File: src/rtl/spi_flash_stream_reader.sv
// -----------------------------------------------------------------------------
// spi_flash_stream_reader
//
// SPI mode-0 flash read engine. A request carries a start address and a byte
// count. The engine sends the read command and an ADDR_W-bit address, then
// streams the received bytes out over a valid/ready handshake. When the
// consumer stalls, SCK is parked low, so no flash bits are lost.
//
// Build option:
//   SPI_FAST_READ_EN  When defined, the engine sends command 0x0B and inserts
//                     one dummy byte (8 SCK, MOSI=0, MISO ignored) between the
//                     address and the data. When undefined, it sends command
//                     0x03 and has no dummy phase.
//
// Ports:
//   i_clk           system clock, all logic on posedge
//   i_rst_n         asynchronous active-low reset
//   i_start         one-cycle request, accepted only while idle
//   i_start_addr    flash byte address, latched on an accepted start
//   i_byte_count    number of bytes to read, latched on an accepted start
//   i_abort         cancels the transaction in progress
//   o_busy          high from the accepted start until the engine is idle again
//   o_data_out      received byte (MSB first on the wire)
//   o_data_valid    o_data_out holds a byte that has not been taken
//   i_data_ready    consumer takes the byte when valid & ready
//   o_done          one-cycle pulse when a complete transfer has finished
//   o_spi_cs_n      flash chip select, active low
//   o_spi_sck       SPI clock, idles low
//   o_spi_mosi      command/address bits, change on SCK fall
//   i_spi_miso      flash data, sampled on SCK rise
// -----------------------------------------------------------------------------
module spi_flash_stream_reader #(
    parameter int ADDR_W  = 24,
    parameter int LEN_W   = 16,
    parameter int CLK_DIV = 2,
    parameter int CS_GAP  = 4
) (
    input  logic              i_clk,
    input  logic              i_rst_n,
    input  logic              i_start,
    input  logic [ADDR_W-1:0] i_start_addr,
    input  logic [LEN_W-1:0]  i_byte_count,
    input  logic              i_abort,
    output logic              o_busy,
    output logic [7:0]        o_data_out,
    output logic              o_data_valid,
    input  logic              i_data_ready,
    output logic              o_done,
    output logic              o_spi_cs_n,
    output logic              o_spi_sck,
    output logic              o_spi_mosi,
    input  logic              i_spi_miso
);

    localparam int         HDR_W     = 8 + ADDR_W;
    localparam logic [15:0] DIV_LAST  = 16'(CLK_DIV - 1);
    localparam logic [15:0] GAP_LAST  = (CS_GAP > 0) ? 16'(CS_GAP - 1) : 16'd0;
    localparam logic [5:0]  ADDR_BITS = 6'(ADDR_W);

`ifdef SPI_FAST_READ_EN
    localparam logic [7:0] READ_CMD = 8'h0B;
`else
    localparam logic [7:0] READ_CMD = 8'h03;
`endif

    typedef enum logic [3:0] {
        ST_IDLE,
        ST_CS_SETUP,
        ST_CMD,
        ST_ADDR,
        ST_DUMMY,
        ST_DATA,
        ST_STALL,
        ST_CS_HOLD,
        ST_GAP
    } state_t;

    // Registered state
    state_t             r_state;
    logic               r_cs_n;
    logic               r_sck;
    logic [HDR_W-1:0]   r_hdr;      // command+address shifter, MSB drives MOSI
    logic [15:0]        r_tmr;      // SCK half-period / CS timing counter
    logic [5:0]         r_bit;      // SCK rises within the current phase
    logic [7:0]         r_rx;       // MISO shifter
    logic [7:0]         r_data;
    logic               r_valid;
    logic               r_pend;     // r_rx holds a complete byte not yet in r_data
    logic [LEN_W-1:0]   r_cnt;      // bytes still to be placed in r_data
    logic [LEN_W-1:0]   r_rxcnt;    // bytes still to be shifted in from flash
    logic               r_busy;
    logic               r_done;
    logic               r_aborted;

    // Next-state values
    state_t             w_state;
    logic               w_cs_n;
    logic               w_sck;
    logic [HDR_W-1:0]   w_hdr;
    logic [15:0]        w_tmr;
    logic [5:0]         w_bit;
    logic [7:0]         w_rx;
    logic [7:0]         w_data;
    logic               w_valid;
    logic               w_pend;
    logic [LEN_W-1:0]   w_cnt;
    logic [LEN_W-1:0]   w_rxcnt;
    logic               w_busy;
    logic               w_done;
    logic               w_aborted;
    logic               w_zero_start;

    logic               w_tick;
    logic               w_slot_free;
    logic [7:0]         w_rx_byte;

    function automatic logic [LEN_W-1:0] dec_sat(input logic [LEN_W-1:0] v);
        return (v != '0) ? (v - LEN_W'(1)) : '0;
    endfunction

    assign w_tick      = (r_tmr == DIV_LAST);
    assign w_slot_free = !r_valid || i_data_ready;
    assign w_rx_byte   = {r_rx[6:0], i_spi_miso};

    always_comb begin
        w_state      = r_state;
        w_cs_n       = r_cs_n;
        w_sck        = r_sck;
        w_hdr        = r_hdr;
        w_tmr        = r_tmr;
        w_bit        = r_bit;
        w_rx         = r_rx;
        w_data       = r_data;
        w_valid      = r_valid && !i_data_ready;
        w_pend       = r_pend;
        w_cnt        = r_cnt;
        w_rxcnt      = r_rxcnt;
        w_done       = 1'b0;
        w_aborted    = r_aborted;
        w_zero_start = 1'b0;

        // A parked byte moves to the output as soon as the output slot frees,
        // whatever state the engine is in.
        if (r_pend && w_slot_free) begin
            w_data  = r_rx;
            w_valid = 1'b1;
            w_pend  = 1'b0;
            w_cnt   = dec_sat(r_cnt);
        end

        case (r_state)
            ST_IDLE: begin
                w_cs_n = 1'b1;
                w_sck  = 1'b0;
                // r_busy is only high here in the cycle after a zero-length
                // request, which keeps that request's busy cycle exclusive.
                if (i_start && !r_busy) begin
                    if (i_byte_count == '0) begin
                        w_zero_start = 1'b1;
                    end else begin
                        w_state   = ST_CS_SETUP;
                        w_cs_n    = 1'b0;
                        w_hdr     = {READ_CMD, i_start_addr};
                        w_tmr     = '0;
                        w_bit     = '0;
                        w_cnt     = i_byte_count;
                        w_rxcnt   = i_byte_count;
                        w_pend    = 1'b0;
                        w_aborted = 1'b0;
                    end
                end
            end

            ST_CS_SETUP: begin
                w_tmr = r_tmr + 16'd1;
                if (w_tick) begin
                    w_tmr   = '0;
                    w_sck   = 1'b1;
                    w_bit   = 6'd1;
                    w_state = ST_CMD;
                end
            end

            ST_CMD, ST_ADDR, ST_DUMMY, ST_DATA: begin
                w_tmr = r_tmr + 16'd1;
                if (w_tick) begin
                    w_tmr = '0;
                    if (!r_sck) begin
                        // Rising edge: MISO sampled here
                        w_sck = 1'b1;
                        w_bit = r_bit + 6'd1;
                        if (r_state == ST_DATA) begin
                            w_rx = w_rx_byte;
                            if (r_bit == 6'd7) begin
                                w_rxcnt = dec_sat(r_rxcnt);
                                if (w_slot_free) begin
                                    w_data  = w_rx_byte;
                                    w_valid = 1'b1;
                                    w_cnt   = dec_sat(r_cnt);
                                end else begin
                                    w_pend = 1'b1;
                                end
                            end
                        end
                    end else begin
                        // Falling edge: next MOSI bit; zeros fill behind the address
                        w_sck = 1'b0;
                        w_hdr = {r_hdr[HDR_W-2:0], 1'b0};
                        if (r_state == ST_CMD && r_bit == 6'd8) begin
                            w_state = ST_ADDR;
                            w_bit   = '0;
                        end else if (r_state == ST_ADDR && r_bit == ADDR_BITS) begin
                            w_bit = '0;
`ifdef SPI_FAST_READ_EN
                            w_state = ST_DUMMY;
`else
                            w_state = ST_DATA;
`endif
                        end else if (r_state == ST_DUMMY && r_bit == 6'd8) begin
                            w_state = ST_DATA;
                            w_bit   = '0;
                        end else if (r_state == ST_DATA && r_bit == 6'd8) begin
                            w_bit = '0;
                            if (r_rxcnt == '0) begin
                                w_state = ST_CS_HOLD;
                            end else if (r_pend && !w_slot_free) begin
                                // Shifter and output both full: park SCK low
                                w_state = ST_STALL;
                            end
                        end
                    end
                end
            end

            ST_STALL: begin
                w_sck = 1'b0;
                // The parked byte lands this cycle; the next rise comes
                // a full half-period later.
                if (w_slot_free) begin
                    w_state = ST_DATA;
                    w_tmr   = '0;
                end
            end

            ST_CS_HOLD: begin
                w_tmr = r_tmr + 16'd1;
                if (w_tick) begin
                    w_cs_n  = 1'b1;
                    w_state = ST_GAP;
                    w_tmr   = '0;
                end
            end

            ST_GAP: begin
                w_cs_n = 1'b1;
                w_sck  = 1'b0;
                if (r_tmr != 16'hFFFF) begin
                    w_tmr = r_tmr + 16'd1;
                end
                // A completed transfer also waits for its last byte to be taken
                if (r_tmr >= GAP_LAST &&
                    (r_aborted ||
                     (r_cnt == '0 && !r_pend && (!r_valid || i_data_ready)))) begin
                    w_state = ST_IDLE;
                    w_done  = !r_aborted;
                end
            end

            default: begin
                w_state = ST_IDLE;
            end
        endcase

        if (i_abort && r_state != ST_IDLE) begin
            w_state   = ST_GAP;
            w_cs_n    = 1'b1;
            w_sck     = 1'b0;
            w_valid   = 1'b0;
            w_pend    = 1'b0;
            w_hdr     = '0;
            w_tmr     = '0;
            w_aborted = 1'b1;
            w_done    = 1'b0;
        end

        if (w_zero_start) begin
            w_done = 1'b1;
        end
        w_busy = (w_state != ST_IDLE) || w_zero_start;
    end

    always_ff @(posedge i_clk or negedge i_rst_n) begin
        if (!i_rst_n) begin
            r_state   <= ST_IDLE;
            r_cs_n    <= 1'b1;
            r_sck     <= 1'b0;
            r_hdr     <= '0;
            r_tmr     <= '0;
            r_bit     <= '0;
            r_rx      <= '0;
            r_data    <= '0;
            r_valid   <= 1'b0;
            r_pend    <= 1'b0;
            r_cnt     <= '0;
            r_rxcnt   <= '0;
            r_busy    <= 1'b0;
            r_done    <= 1'b0;
            r_aborted <= 1'b0;
        end else begin
            r_state   <= w_state;
            r_cs_n    <= w_cs_n;
            r_sck     <= w_sck;
            r_hdr     <= w_hdr;
            r_tmr     <= w_tmr;
            r_bit     <= w_bit;
            r_rx      <= w_rx;
            r_data    <= w_data;
            r_valid   <= w_valid;
            r_pend    <= w_pend;
            r_cnt     <= w_cnt;
            r_rxcnt   <= w_rxcnt;
            r_busy    <= w_busy;
            r_done    <= w_done;
            r_aborted <= w_aborted;
        end
    end

    assign o_busy       = r_busy;
    assign o_data_out   = r_data;
    assign o_data_valid = r_valid;
    assign o_done       = r_done;
    assign o_spi_cs_n   = r_cs_n;
    assign o_spi_sck    = r_sck;
    assign o_spi_mosi   = r_hdr[HDR_W-1];

endmodule

File: config.mk
export PLATFORM = sky130hd
export DESIGN_NAME = spi_flash_stream_reader
export DESIGN_NICKNAME = d
export VERILOG_FILES = /design/src/rtl/spi_flash_stream_reader.sv
export SDC_FILE = /design/constraint.sdc
export NUM_CORES = 1
export LEC_CHECK = 0
export BUFFER_PORTS_ARGS = -buffer_cell sky130_fd_sc_hd__buf_2
export CORE_MARGIN = 2
export CORE_UTILIZATION = 55
export DETAILED_ROUTE_END_ITERATION = 7
export GPL_ROUTABILITY_DRIVEN = 1
export GPL_TIMING_DRIVEN = 0
export HOLD_SLACK_MARGIN = 0.1
export PLACE_DENSITY_LB_ADDON = 0.25
export SLEW_MARGIN = 25
export SYNTH_ARGS = -nofsm -noshare
export SYNTH_HDL_FRONTEND = slang
export SYNTH_SLANG_ARGS = --single-unit
File: constraint.sdc
create_clock -name i_clk -period 3.3 [get_ports i_clk]
set_input_delay 0.165 -clock i_clk [delete_from_list [all_inputs] [get_ports i_clk]]
set_output_delay 0.165 -clock i_clk [all_outputs]
set_load 0.05 [all_outputs]
# Word-level counts from Yosys, hierarchy flattened
# Index checks and enable logic that the tools add are counted.
# totals
ff_bits	113
in_bits	46
output_inout_bits	14
elab_cells	200
# op_classes
n_addsub	4
n_lt_le_gt_ge	1
eq_ne	30
muxes	101
bitwise	1
reduce_logical	48
# ops
operator	n
two-way mux 16 bit	22
two-way mux 32 bit	5
one-hot mux 16 bit (2 select lines)	2
one-hot mux 16 bit (4 select lines)	1
one-hot mux 32 bit (2 select lines)	1
two-way mux 4 bit	15
two-way mux 8 bit	7
two-way mux 6 bit	9
logical NOT 16 bit	3
two-way mux 1 bit	34
nonzero test 16 bit	2
subtractor 16 x 1 -> 16 bit (second input constant)	2
inequality test 3 bit (second input constant)	8
one-hot mux 4 bit (6 select lines)	1
one-hot mux 6 bit (3 select lines)	1
adder 16 x 1 -> 16 bit (second input constant)	1
== test 16 x 1 -> 1 bit (second input constant)	1
== test 4 x 3 -> 1 bit (second input constant)	4
greater-or-equal comparator 16 x 2 -> 1 bit (second input constant)	1
inequality test 16 bit (second input constant)	1
nonzero test 4 bit	4
inequality test 2 bit (second input constant)	7
logical AND 1 bit	12
AND reduction 5 bit	2
other kinds (26)	39

# Logic depth before layout (Yosys ltp)
# Gate-level depths: netlist of the first run.
# logic_depth
depth_word	16
depth_mapped	10
depth_no_buf	8

# Worst setup path after synthesis of the first run
# No wires, ideal clock.
# synth_path
path_type	reg2reg
startpoint	reg r_sck (netlist: o_spi_sck)
endpoint	reg r_busy (netlist: o_busy)
arrival_ns	2.084
required_ns	3.164
slack_ns	1.080
stages_incl_launch_ff	8
n_path_buf	1
cell_sequence	dfrtp_1 -> clkbuf_1 -> nor4bb_1 -> nand4_1 -> nor4_1 -> o22ai_1 -> a21o_1 -> nand4b_1
# synth_via
elab_chain_cells	6
# synth_rtl
element	line	rtl
from (decl)	81	logic r_sck;
from (signal assigned)	312	r_sck <= w_sck;
two-way mux 4 bit	188	if (!r_sck) begin
two-way mux 4 bit	186	if (w_tick) begin
one-hot mux 4 bit (6 select lines)	151	case (r_state)
two-way mux 4 bit	274	if (i_abort && r_state != ST_IDLE) begin
named net w_state[0]	96	state_t w_state;
nonzero test 4 bit	289	w_busy = (w_state != ST_IDLE) || w_zero_start;
logical OR 1 bit	289	
named net w_busy	108	logic w_busy;
to (signal assigned)	322	r_busy <= w_busy;
to (decl)	91	logic r_busy;
# The timed path passes the listed nets, and every way through them passes these cells.
# A chain may end at the register's enable or synchronous reset.

# Final worst setup path of the first run
# layout_path
startpoint	reg r_tmr[1]
endpoint	reg r_rxcnt[13]
# layout_via
elab_chain_cells	3
# layout_rtl
element	line	rtl
from (decl)	83	logic [15:0] r_tmr;
from (signal assigned)	314	r_tmr <= w_tmr;
== test 16 x 1 -> 1 bit	121	assign w_tick = (r_tmr == DIV_LAST);
inequality test 2 bit (no line)	--	
AND reduction 7 bit (no line)	--	
to (signal assigned)	321	r_rxcnt <= w_rxcnt;
to (decl)	90	logic [LEN_W-1:0] r_rxcnt;
# Every way passes these cells.

==> results of run 1 <==
## final cells by class
class / count / area share
multi-input combinational: 602 / 0.456
sequential: 113 / 0.336
timing repair buffer: 91 / 0.0765
clock buffer: 20 / 0.0543
buffer: 52 / 0.0306
tap: 172 / 0.0256
clock inverter: 10 / 0.0134
inverter: 17 / 0.00758
## per-layer routing
layer	GRT usage	vias to the layer above	share of wire
met2	0.491	296	0.48
met1	0.410	3232	0.42
met5	0	-	0
met4	0.129	0	0.027
li1	-	3147	-
met3	0.0638	52	0.069
## placed cells by master (no fill, tap or decap), types with 7 or more instances in the layout
| cell | count |
|---|---|
| nand4_1 | 7 |
| nor4_1 | 18 |
| inv_1 | 17 |
| dfrtp_1 | 112 |
| buf_2 | 79 |
| a21oi_1 | 45 |
| nand2_1 | 105 |
| o31ai_1 | 35 |
| clkbuf_1 | 22 |
| nand3_1 | 32 |
| nor2_1 | 48 |
| o2bb2ai_1 | 13 |
| dlygate4sd3_1 | 32 |
| nor3_1 | 35 |
| clkbuf_16 | 17 |
| a22oi_1 | 12 |
| xnor2_1 | 7 |
| mux2i_1 | 34 |
| o21ai_0 | 56 |
| nor3b_1 | 8 |
| ha_1 | 8 |
| nand2b_1 | 7 |
## per-stage QoR
step | cell area (sq um) | worst slack, ps | util | hold slack (ps) | cells
3_5_place_dp | 7530 | 524 | 0.601 | 98.7 | 1015
4_1_cts | 8420 | 491 | 0.673 | 103 | 1077
5_1_grt | 8420 | 312 | 0.673 | 116 | 1077
2_1_floorplan | 6990 | 1080 | - | -131 | 784
3_3_place_gp | 7490 | 640 | 0.599 | 388 | 1014
6_report | 8420 | 458 | 0.673 | 107 | 1077
## synthesized netlist by cell type, drive strengths merged (7+ instances only)
cell type | n | area [sq um]
mux2i | 34 | 340
nand2 | 106 | 400
or4 | 7 | 60.1
a22oi | 13 | 103
nor2 | 51 | 204
inv | 17 | 63.8
clkbuf | 22 | 83.8
dfrtp | 112 | 2800
nand2b | 7 | 43.8
nor3b | 8 | 60.1
o31ai | 35 | 263
a21oi | 47 | 243
o2bb2ai | 13 | 114
o21ai | 57 | 285
buf | 30 | 174
nand3 | 33 | 170
xnor2 | 7 | 61.3
nand4 | 8 | 56.3
nor3 | 41 | 248
ha | 8 | 100
nor4 | 23 | 210
and2 | 7 | 47.6
or2 | 7 | 46.3
## worst paths after layout
| check | start | endpoint | slack, ps | cells after the start |
|---|---|---|---|---|
| worst max-delay path | r_tmr[1] | r_rxcnt[13] | 460 | 10 |
| worst max register to register | r_tmr[1] | r_rxcnt[13] | 460 | 10 |
| min in group asynchronous | i_rst_n | r_rxcnt[8] | 220 | 2 |
| worst min register to register | r_hdr[21] | r_hdr[21] | 470 | 2 |
| worst min-delay path | i_start_addr[5] | r_hdr[5] | 110 | 3 |
| max in group asynchronous | i_rst_n | o_spi_cs_n | 2340 | 3 |
## worst max-delay path, delay by kind of cell, from the launching register on
| kind | cells | cell delay [ps] |
|---|---|---|
| AO/OA/AOI/OAI | 3 | 600 |
| buffers and inverters | 3 | 610 |
| AND/OR/NAND/NOR | 3 | 790 |
| adder cells (fa/ha/maj) | 1 | 290 |
| flip-flops | 1 | 410 |
## repair_timing
item / CTS / global route
hold buffers: 32 / 0
setup endpoints to repair: 0 / 0
endpoints found under the hold margin: 150 / 0
## cells by family after synthesis
logic type / count (synthesis) / synth area share
buffers and inverters: 69 / 0.0460
adder cells (fa/ha/maj): 8 / 0.0143
AND/OR/NAND/NOR: 327 / 0.254
flip-flops: 113 / 0.405
AO/OA/AOI/OAI: 222 / 0.218
XOR/XNOR: 10 / 0.0125
multiplexers: 35 / 0.0503
## power by group through the flow
stage | sequential [mW] | combinational, mW | clock, mW
6_report | 1.98 | 1.76 | 1.79
3_5_place_dp | 1.98 | 1.69 | 0
4_1_cts | 1.96 | 1.73 | 1.81
3_3_place_gp | 1.97 | 1.63 | 0
2_1_floorplan | 1.95 | 1.25 | 0
5_1_grt | 2.01 | 1.95 | 1.87
## state kept, by name, summed over array words and instances, names as in the netlist
signal	cells
o_done	1
r_hdr	32
r_bit	6
o_data_out	8
o_data_valid	1
r_pend	1
r_rxcnt	16
o_spi_sck	1
r_rx	8
r_state	4
r_cnt	16
r_aborted	1
o_busy	1
r_tmr	16
o_spi_cs_n	1
==> impl_metrics.env, run 1 <==
export IMPL_drt_iter0_drc=773
export IMPL_cts_buffers=17
export IMPL_critPathMaxStageDelay_ps=410
export IMPL_final_hold_viol_count=0
export IMPL_grt_use_total=0.308
export IMPL_critPathKind="flop to flop"
export IMPL_max_freq_ghz=0.352
export IMPL_worst_slew_pin_slew_ps=938
export IMPL_dieArea_sq_um=13600
export IMPL_grt_ovfl_total=0
export IMPL_critPathCaptureType="flop"
export IMPL_vias_per_cell=6.25
export IMPL_drv_slew=0
export IMPL_async_flop_share=1.00
export IMPL_ys_types=86
export IMPL_syn_num_nets=838
export IMPL_drive_above_1_share=0.178
export IMPL_cts_resized=0
export IMPL_clk_pin_slew_worst_paths_ps=50
export IMPL_dr_pass1_iters=6
export IMPL_p_switching_mw=2.02
export IMPL_combPwrFrac=0.318
export IMPL_ys_seq_area_frac=0.405
export IMPL_regArea_sq_um=2830
export IMPL_syn2layout_area_growth_pct=20.4
export IMPL_ir_drop_v=0.000530
export IMPL_synth_ff_latch_count=113
export IMPL_critPathRequiredTime_ps=3590
export IMPL_antenna_found_initial=0
export IMPL_post_route_period_util=0.861
export IMPL_rows=41
export IMPL_max_slew_margin_rel=0.369
export IMPL_cellPowerDensity_nw_per_um2=656
export IMPL_p_leak_nw=3.73
export IMPL_yosys_warnings=0
export IMPL_fin_crit_ps=2840
export IMPL_grt_pass1_wl_um=32500
export IMPL_die_w_um=117
export IMPL_grt_pass1_vias=6495
export IMPL_cts_htree_levels=4
export IMPL_num_vias=6727
export IMPL_multi_input_area_sq_um=3840
export IMPL_crit_chain="inv_1 > ha_1 > nor3b_1 > and4_1 > clkbuf_1 > nand2_2 > a22oi_2 > buf_2 > o21ai_0 > o2bb2ai_1"
export IMPL_grt_start_max_net_pins=76
export IMPL_top_level_ports=60
export IMPL_pwr_share_clk=0.324
export IMPL_syn_area_sq_um=6990
export IMPL_core_area_sq_um=12500
export IMPL_postCtsSetupBuffers=0
export IMPL_p_sw_frac=0.366
export IMPL_finalPower_mw=5.52
export IMPL_antenna_cells=0
export IMPL_cts_root_buf="clkbuf_16"
export IMPL_nNetsFinal=948
export IMPL_initial_utilization=0.558
export IMPL_maxCapViolations=0
export IMPL_wirelength_um=19900
export IMPL_seqPwrFrac=0.358
export IMPL_cp_max_fo=10
export IMPL_min_path_type="primary input to flop"
export IMPL_crit_path_start_kind="flop"
export IMPL_worst_endpoint_arrival_ps=3130
export IMPL_synth_edf_count=0
export IMPL_rsz0062_at_grt="no"
export IMPL_internal_power_mw=3.50
export IMPL_slowest_stage="dfrtp_1"
export IMPL_tns_ps=0
export IMPL_syn_inst=784
export IMPL_syn_area_per_cell_sq_um=8.91
export IMPL_die_y_um=117
export IMPL_n_fill_cell=1044
export IMPL_status="finished, final reports clean"
export IMPL_cts_sinks=113
export IMPL_drc=0
export IMPL_clk_latency_ps=420
export IMPL_yosys_most_used_dff="dfrtp_1"
export IMPL_final_setup_skew_ps=10.5
export IMPL_cts_buffer_depth=2
export IMPL_ant_nets=0
export IMPL_place_gp_congestion=0.939
export IMPL_setup_violations=0
export IMPL_cts_tree="built"
export IMPL_dp_hpwl_um=13800
export IMPL_wl_per_cell_um=18.5
export IMPL_io_buffers=58
Note: power is estimated with default switching activity, not from simulation.
==> inputs of run 2 (changes only) <==
CORE_MARGIN = 5   (was 2)
==> run 2 against run 1 <==
Clock power grew 19%. Register-to-register slack barely moved. Global-route usage shrank 3.0 points. Via count is 1.4% higher. Wire length is 1.7% higher. Worst setup slack got worse by 6.8 ps. Highest routed layer unchanged.
==> impl_metrics.env, run 2 (synthesis gave the netlist of run 1 again) <==
export IMPL_die_w_um=123
export IMPL_cp_max_fo=10
export IMPL_critPathKind="flop to flop"
export IMPL_wl_per_cell_um=18.7
export IMPL_clk_pin_slew_worst_paths_ps=50
export IMPL_largest_reg_flops=32
export IMPL_cellPowerDensity_nw_per_um2=686
export IMPL_max_freq_ghz=0.351
export IMPL_finalNonFillerCells=1084
export IMPL_die_y_um=123
export IMPL_dr_pass1_iters=6
export IMPL_syn2layout_area_growth_pct=22.8
export IMPL_cts_sinks=113
export IMPL_cts_root_buf="clkbuf_16"
export IMPL_final_setup_skew_ps=24.0
export IMPL_clk_latency_ps=430
export IMPL_critPathMaxStageDelay_ps=410
export IMPL_dp_hpwl_um=13800
export IMPL_setup_violations=0
export IMPL_maxCapViolations=0
export IMPL_regToRegSetupSlack_ps=450
export IMPL_cts_buffers=17
export IMPL_worst_slew_pin_slew_ps=970
export IMPL_vias_per_cell=6.29
export IMPL_place_gp_congestion=0.958
export IMPL_layout_commonest_cell="dfrtp_1"
export IMPL_timing_rr_end="r_rxcnt[13]"
export IMPL_rows=41
export IMPL_p_leak_nw=3.80
export IMPL_final_util=0.686
export IMPL_cts_tree="built"
export IMPL_grt_pass1_vias=6480
export IMPL_drc=0
export IMPL_io_buffers=58
export IMPL_rsz0062_at_grt="no"
export IMPL_max_slew_margin_rel=0.347
export IMPL_whs_ps=105
export IMPL_worst_endpoint_arrival_ps=3140
export IMPL_crit_chain="inv_1 > ha_1 > nor3b_1 > and4_1 > clkbuf_1 > nand2_2 > a22oi_2 > buf_2 > o21ai_0 > o2bb2ai_1"
export IMPL_final_hold_viol_count=0
export IMPL_drt_iter0_drc=813
export IMPL_drv_slew=0
export IMPL_min_path_type="primary input to flop"
export IMPL_hold_end="r_hdr[13]"
export IMPL_slowest_stage="dfrtp_1"
export IMPL_top_register="r_hdr"
export IMPL_cts_buffer_depth=2
export IMPL_crit_path_start_kind="flop"
export IMPL_critPathRequiredTime_ps=3590
export IMPL_num_vias=6819
export IMPL_postCtsSetupBuffers=0
export IMPL_grt_use_total=0.277
export IMPL_finalPower_mw=5.89
export IMPL_final_area_sq_um=8580
export IMPL_rr_worst_depth=10
export IMPL_post_route_period_util=0.863
export IMPL_status="finished, final reports clean"
export IMPL_wirelength_um=20200
export IMPL_min_from="i_start_addr[13]"
export IMPL_preCtsSetupSlack_ps=553
export IMPL_fin_crit_ps=2850
export IMPL_setup_slack_ps=451
export IMPL_hold_path_depth=3
export IMPL_final_cell_mix="112 x dfrtp_1, 105 x nand2_1, 79 x buf_2"
export IMPL_cts_htree_levels=4
export IMPL_grt_start_max_net_pins=77
export IMPL_dieArea_sq_um=15100
export IMPL_grt_ovfl_total=0
export IMPL_nNetsFinal=954
export IMPL_tns_ps=0
export IMPL_ant_nets=0
export IMPL_core_area_sq_um=12500
export IMPL_initial_utilization=0.558
export IMPL_top_level_ports=60
export IMPL_grt_pass1_wl_um=32800
export IMPL_drive_above_1_share=0.175
export IMPL_placed_area_sq_um=7530
export IMPL_critPathCaptureType="flop"
export IMPL_antenna_cells=0
export IMPL_antenna_found_initial=0
export IMPL_ir_drop_v=0.000460
export IMPL_dp_cells=1015
export IMPL_r2r_start="r_tmr[1]"
-- run 2: how the worst max path moves through the flow --
| stage | startpoint | end |
|---|---|---|
| 4_1_cts | r_tmr[1] | r_rxcnt[13] |
| 5_1_grt | r_tmr[1] | r_rxcnt[13] |
| 2_1_floorplan | o_spi_sck | o_busy |
| 3_3_place_gp | r_tmr[1] | r_rxcnt[13] |
| 3_5_place_dp | r_tmr[1] | r_rxcnt[10] |
| 6_report | r_tmr[1] | r_rxcnt[13] |
-- run 2: final cells by class --
class                           instances  area, sq um
Buffer                                 52          258
Clock buffer                           20          437
Clock inverter                         11          235
Fill cell                            1001         3940
Inverter                               17         63.8
Multi-Input combinational cell        602         3840
Sequential cell                       113         2830
Tap cell                              172          215
Timing Repair Buffer                   97          704
-- run 2: repair_timing --
item                                   CTS  global route
endpoints found under the hold margin  158             0
resized for setup                        0             0
hold buffers                            38             0
-- run 2: power breakdown --
part	internal, mW	switching (mW)	leakage (nW)	total, mW
logic	0.685	1.09	1.99	1.77
clock network	1.48	0.652	0.320	2.13
registers	1.69	0.294	1.49	1.98
-- run 2: critical path, delay by kind of cell (launching register included) --
family / cells / cell delay (ps)
adders and majority gates: 1 / 290
and+or+nand+nor: 3 / 790
AOI/OAI and AO/OA: 3 / 590
DFF: 1 / 410
buffers and inverters: 3 / 630
-- run 2: layer usage --
layer | global-route usage | up-vias | wire length [um]
met5 | 0 | - | 0
met4 | 0.127 | 0 | 656
met3 | 0.0645 | 57 | 1600
met2 | 0.434 | 325 | 9630
met1 | 0.366 | 3291 | 8360
li1 | - | 3146 | -
==> inputs of run 3 (changes only) <==
ABC_AREA = 1   (was unset)
clock period = 2.35 ns   (was 3.3 ns; I/O delays follow)
==> run 3 against run 2 <==
Critical path depth is the same. Combinational power rose to 3.0 times the previous value. Clock skew is 13 ps lower. Die area rose by 4.4%. Core utilization decreased by 0.27 points. Final cell count grew 26%. Via count grew 12%. Worst setup slack lost 330 ps. Synthesized cell count grew 35%. First-iteration DRC count down 3.6%. Register-to-register slack worse by 330 ps.
==> impl_metrics.env, run 3 <==
export IMPL_crit_chain="nor2_1 > nand2_1 > nor2_4 > nand3_1 > nor3_4 > nand3_4 > nand2_4 > inv_1 > nor2_1 > o21ai_0"
export IMPL_crit_path_start_kind="flop"
export IMPL_num_vias=7609
export IMPL_drv_slew=0
export IMPL_maxCapViolations=0
export IMPL_cellPowerDensity_nw_per_um2=1220
export IMPL_cts_root_buf="clkbuf_16"
export IMPL_antenna_cells=0
export IMPL_antenna_found_initial=0
export IMPL_drt_iter0_drc=784
export IMPL_crit_family="simple AND/OR/NAND/NOR gates"
export IMPL_die_y_um=125
export IMPL_top_register="r_hdr"
export IMPL_drc=0
export IMPL_max_freq_ghz=0.449
export IMPL_final_util=0.683
export IMPL_critPathCaptureType="flop"
export IMPL_netlist_top_cells_area="dfrtp_1 38%, nand2_1 14%, o21ai_0 8.2%, nand3_1 6.0%, inv_1 5.5%"
export IMPL_p_leak_nw=4.34
export IMPL_syn_num_nets=1110
export IMPL_dp_hpwl_um=14800
export IMPL_post_route_period_util=0.948
export IMPL_synthTopCellsByCount="281 x nand2_1, 120 x o21ai_0, 112 x dfrtp_1"
export IMPL_status="finished, final reports clean"
export IMPL_nNetsFinal=1232
export IMPL_grt_ovfl_total=0
export IMPL_final_hold_viol_count=0
export IMPL_critPathMaxStageDelay_ps=440
export IMPL_cts_tree="built"
export IMPL_grt_pass1_wl_um=35500
export IMPL_regArea_sq_um=2830
export IMPL_setup_slack_ps=121
export IMPL_ys_seq_area_frac=0.386
export IMPL_ant_nets=0
export IMPL_preCtsSetupSlack_ps=-61.6
export IMPL_syn2layout_area_growth_pct=22.4
export IMPL_setup_violations=0
export IMPL_die_w_um=125
export IMPL_yosys_area_top_type="dfrtp_1"
export IMPL_vias_per_cell=5.57
export IMPL_clk_pin_slew_worst_paths_ps=50
export IMPL_core_area_sq_um=13100
export IMPL_wl_per_cell_um=15.7
export IMPL_async_flop_share=1.00
export IMPL_ir_drop_v=0.000822
export IMPL_worst_slew_pin_slew_ps=628
export IMPL_pwr_share_clk=0.245
export IMPL_wirelength_um=21500
export IMPL_top_level_ports=60
export IMPL_yosys_most_used_dff="dfrtp_1"
export IMPL_synth_edf_count=0
export IMPL_place_gp_congestion=0.966
export IMPL_critPathRequiredTime_ps=2640
export IMPL_cts_buffer_depth=2
export IMPL_seqPwrFrac=0.271
export IMPL_n_fill_cell=1121
export IMPL_critPathKind="flop to flop"
export IMPL_cts_htree_levels=4
export IMPL_initial_utilization=0.558
export IMPL_rsz0062_at_grt="no"
export IMPL_layout_commonest_cell="nand2_1"
export IMPL_yosysMostFrequentCell="nand2_1"
export IMPL_cts_buffers=17
export IMPL_clk_latency_ps=430
export IMPL_cts_sinks=113
export IMPL_p_switching_mw=4.91
export IMPL_ys_types=43
export IMPL_dieArea_sq_um=15700
export IMPL_yosys_warnings=0
export IMPL_slowest_stage="dfrtp_1"
export IMPL_combPwrFrac=0.484
export IMPL_rows=42
export IMPL_final_cell_mix="278 x nand2_1, 120 x o21ai_0, 112 x dfrtp_1"
export IMPL_syn_area_per_cell_sq_um=6.94
export IMPL_min_path_type="primary input to flop"
export IMPL_max_slew_margin_rel=0.581
export IMPL_drive_above_1_share=0.136
export IMPL_dr_pass1_iters=6
export IMPL_p_sw_frac=0.447
export IMPL_path_buf_inv=1
export IMPL_multi_input_area_sq_um=3910
export IMPL_grt_pass1_vias=7231
export IMPL_worst_endpoint_arrival_ps=2520
export IMPL_syn_area_sq_um=7330
export IMPL_io_buffers=59
export IMPL_synth_ff_latch_count=113
export IMPL_grt_start_max_net_pins=58
export IMPL_largest_reg_flops=32
export IMPL_internal_power_mw=6.06
export IMPL_grt_use_total=0.275
export IMPL_fin_crit_ps=2230
export IMPL_cp_max_fo=7
export IMPL_cp_common_cell="nor2_1"
export IMPL_syn_inst=1056
export IMPL_yosys_area_top_type_share=0.382
export IMPL_final_setup_skew_ps=10.5
[run 3: cell type report]
| class | count | area share |
|---|---|---|
| multi-input combinational | 787 | 0.436 |
| sequential | 113 | 0.315 |
| timing repair buffer | 103 | 0.0847 |
| clock buffer | 23 | 0.0533 |
| inverter | 117 | 0.0494 |
| tap | 176 | 0.0245 |
| buffer | 39 | 0.0225 |
| clock inverter | 9 | 0.0146 |
[run 3: power groups by stage]
stage | sequential (mW) | clock, mW | combinational (mW)
6_report | 2.97 | 2.68 | 5.31
5_1_grt | 3.04 | 2.80 | 5.96
4_1_cts | 2.95 | 2.70 | 5.09
3_5_place_dp | 2.96 | 0 | 4.99
3_3_place_gp | 2.96 | 0 | 4.89
2_1_floorplan | 2.97 | 0 | 3.68
[run 3: through the flow]
| step | std cells | area [sq um] | hold slack (ps) | TNS, ps | power [mW] |
|---|---|---|---|---|---|
| floorplan | 1056 | 7330 | -178 | 0 | 6.65 |
| global placement | 1291 | 7840 | 350 | -28610 | 7.85 |
| detailed placement | 1292 | 7880 | 120 | -170 | 7.96 |
| CTS | 1361 | 8870 | 110 | 0 | 10.7 |
| global route | 1367 | 8970 | 162 | 0 | 11.8 |
| finish | 1367 | 8970 | 123 | 0 | 11.0 |
[run 3: final timing paths]
kind,end,depth (start not counted),slack [ps],from
max in group asynchronous,r_rxcnt[5],3,1450,i_rst_n
setup / recovery,r_cnt[1],10,120,r_tmr[7]
min in group asynchronous,r_tmr[8],2,220,i_rst_n
setup reg to reg,r_cnt[1],10,120,r_tmr[7]
hold reg to reg,r_hdr[0],2,480,r_hdr[0]
hold / removal,r_rxcnt[5],5,120,i_byte_count[5]
[run 3: cell families after synthesis]
kind of cell	Yosys count	share of synthesized area
simple gates	521	0.306
compound gates	236	0.181
buf+inv	156	0.0867
flops	113	0.386
xor+xnor	22	0.0263
fa+ha+maj	8	0.0137
[run 3: worst min-delay path: stages]
cell and delay [ps]:
buf_2 110, inv_1 70, o22ai_1 90, nand2_1 60
o21ai_1 50
[run 3: metal layers]
metal	vias up	global-route usage	routed length [um]
met5	-	0	0
met3	53	0.0652	1600
met1	3526	0.371	9300
li1	3713	-	-
met4	0	0.102	605
met2	317	0.434	10000
[run 3: what timing repair did]
item	CTS	global route
resized for setup	2	19
pin swaps	0	4
hold buffers	37	1
endpoints found under the hold margin	96	1
setup buffers	0	5
setup endpoints to repair	4	83
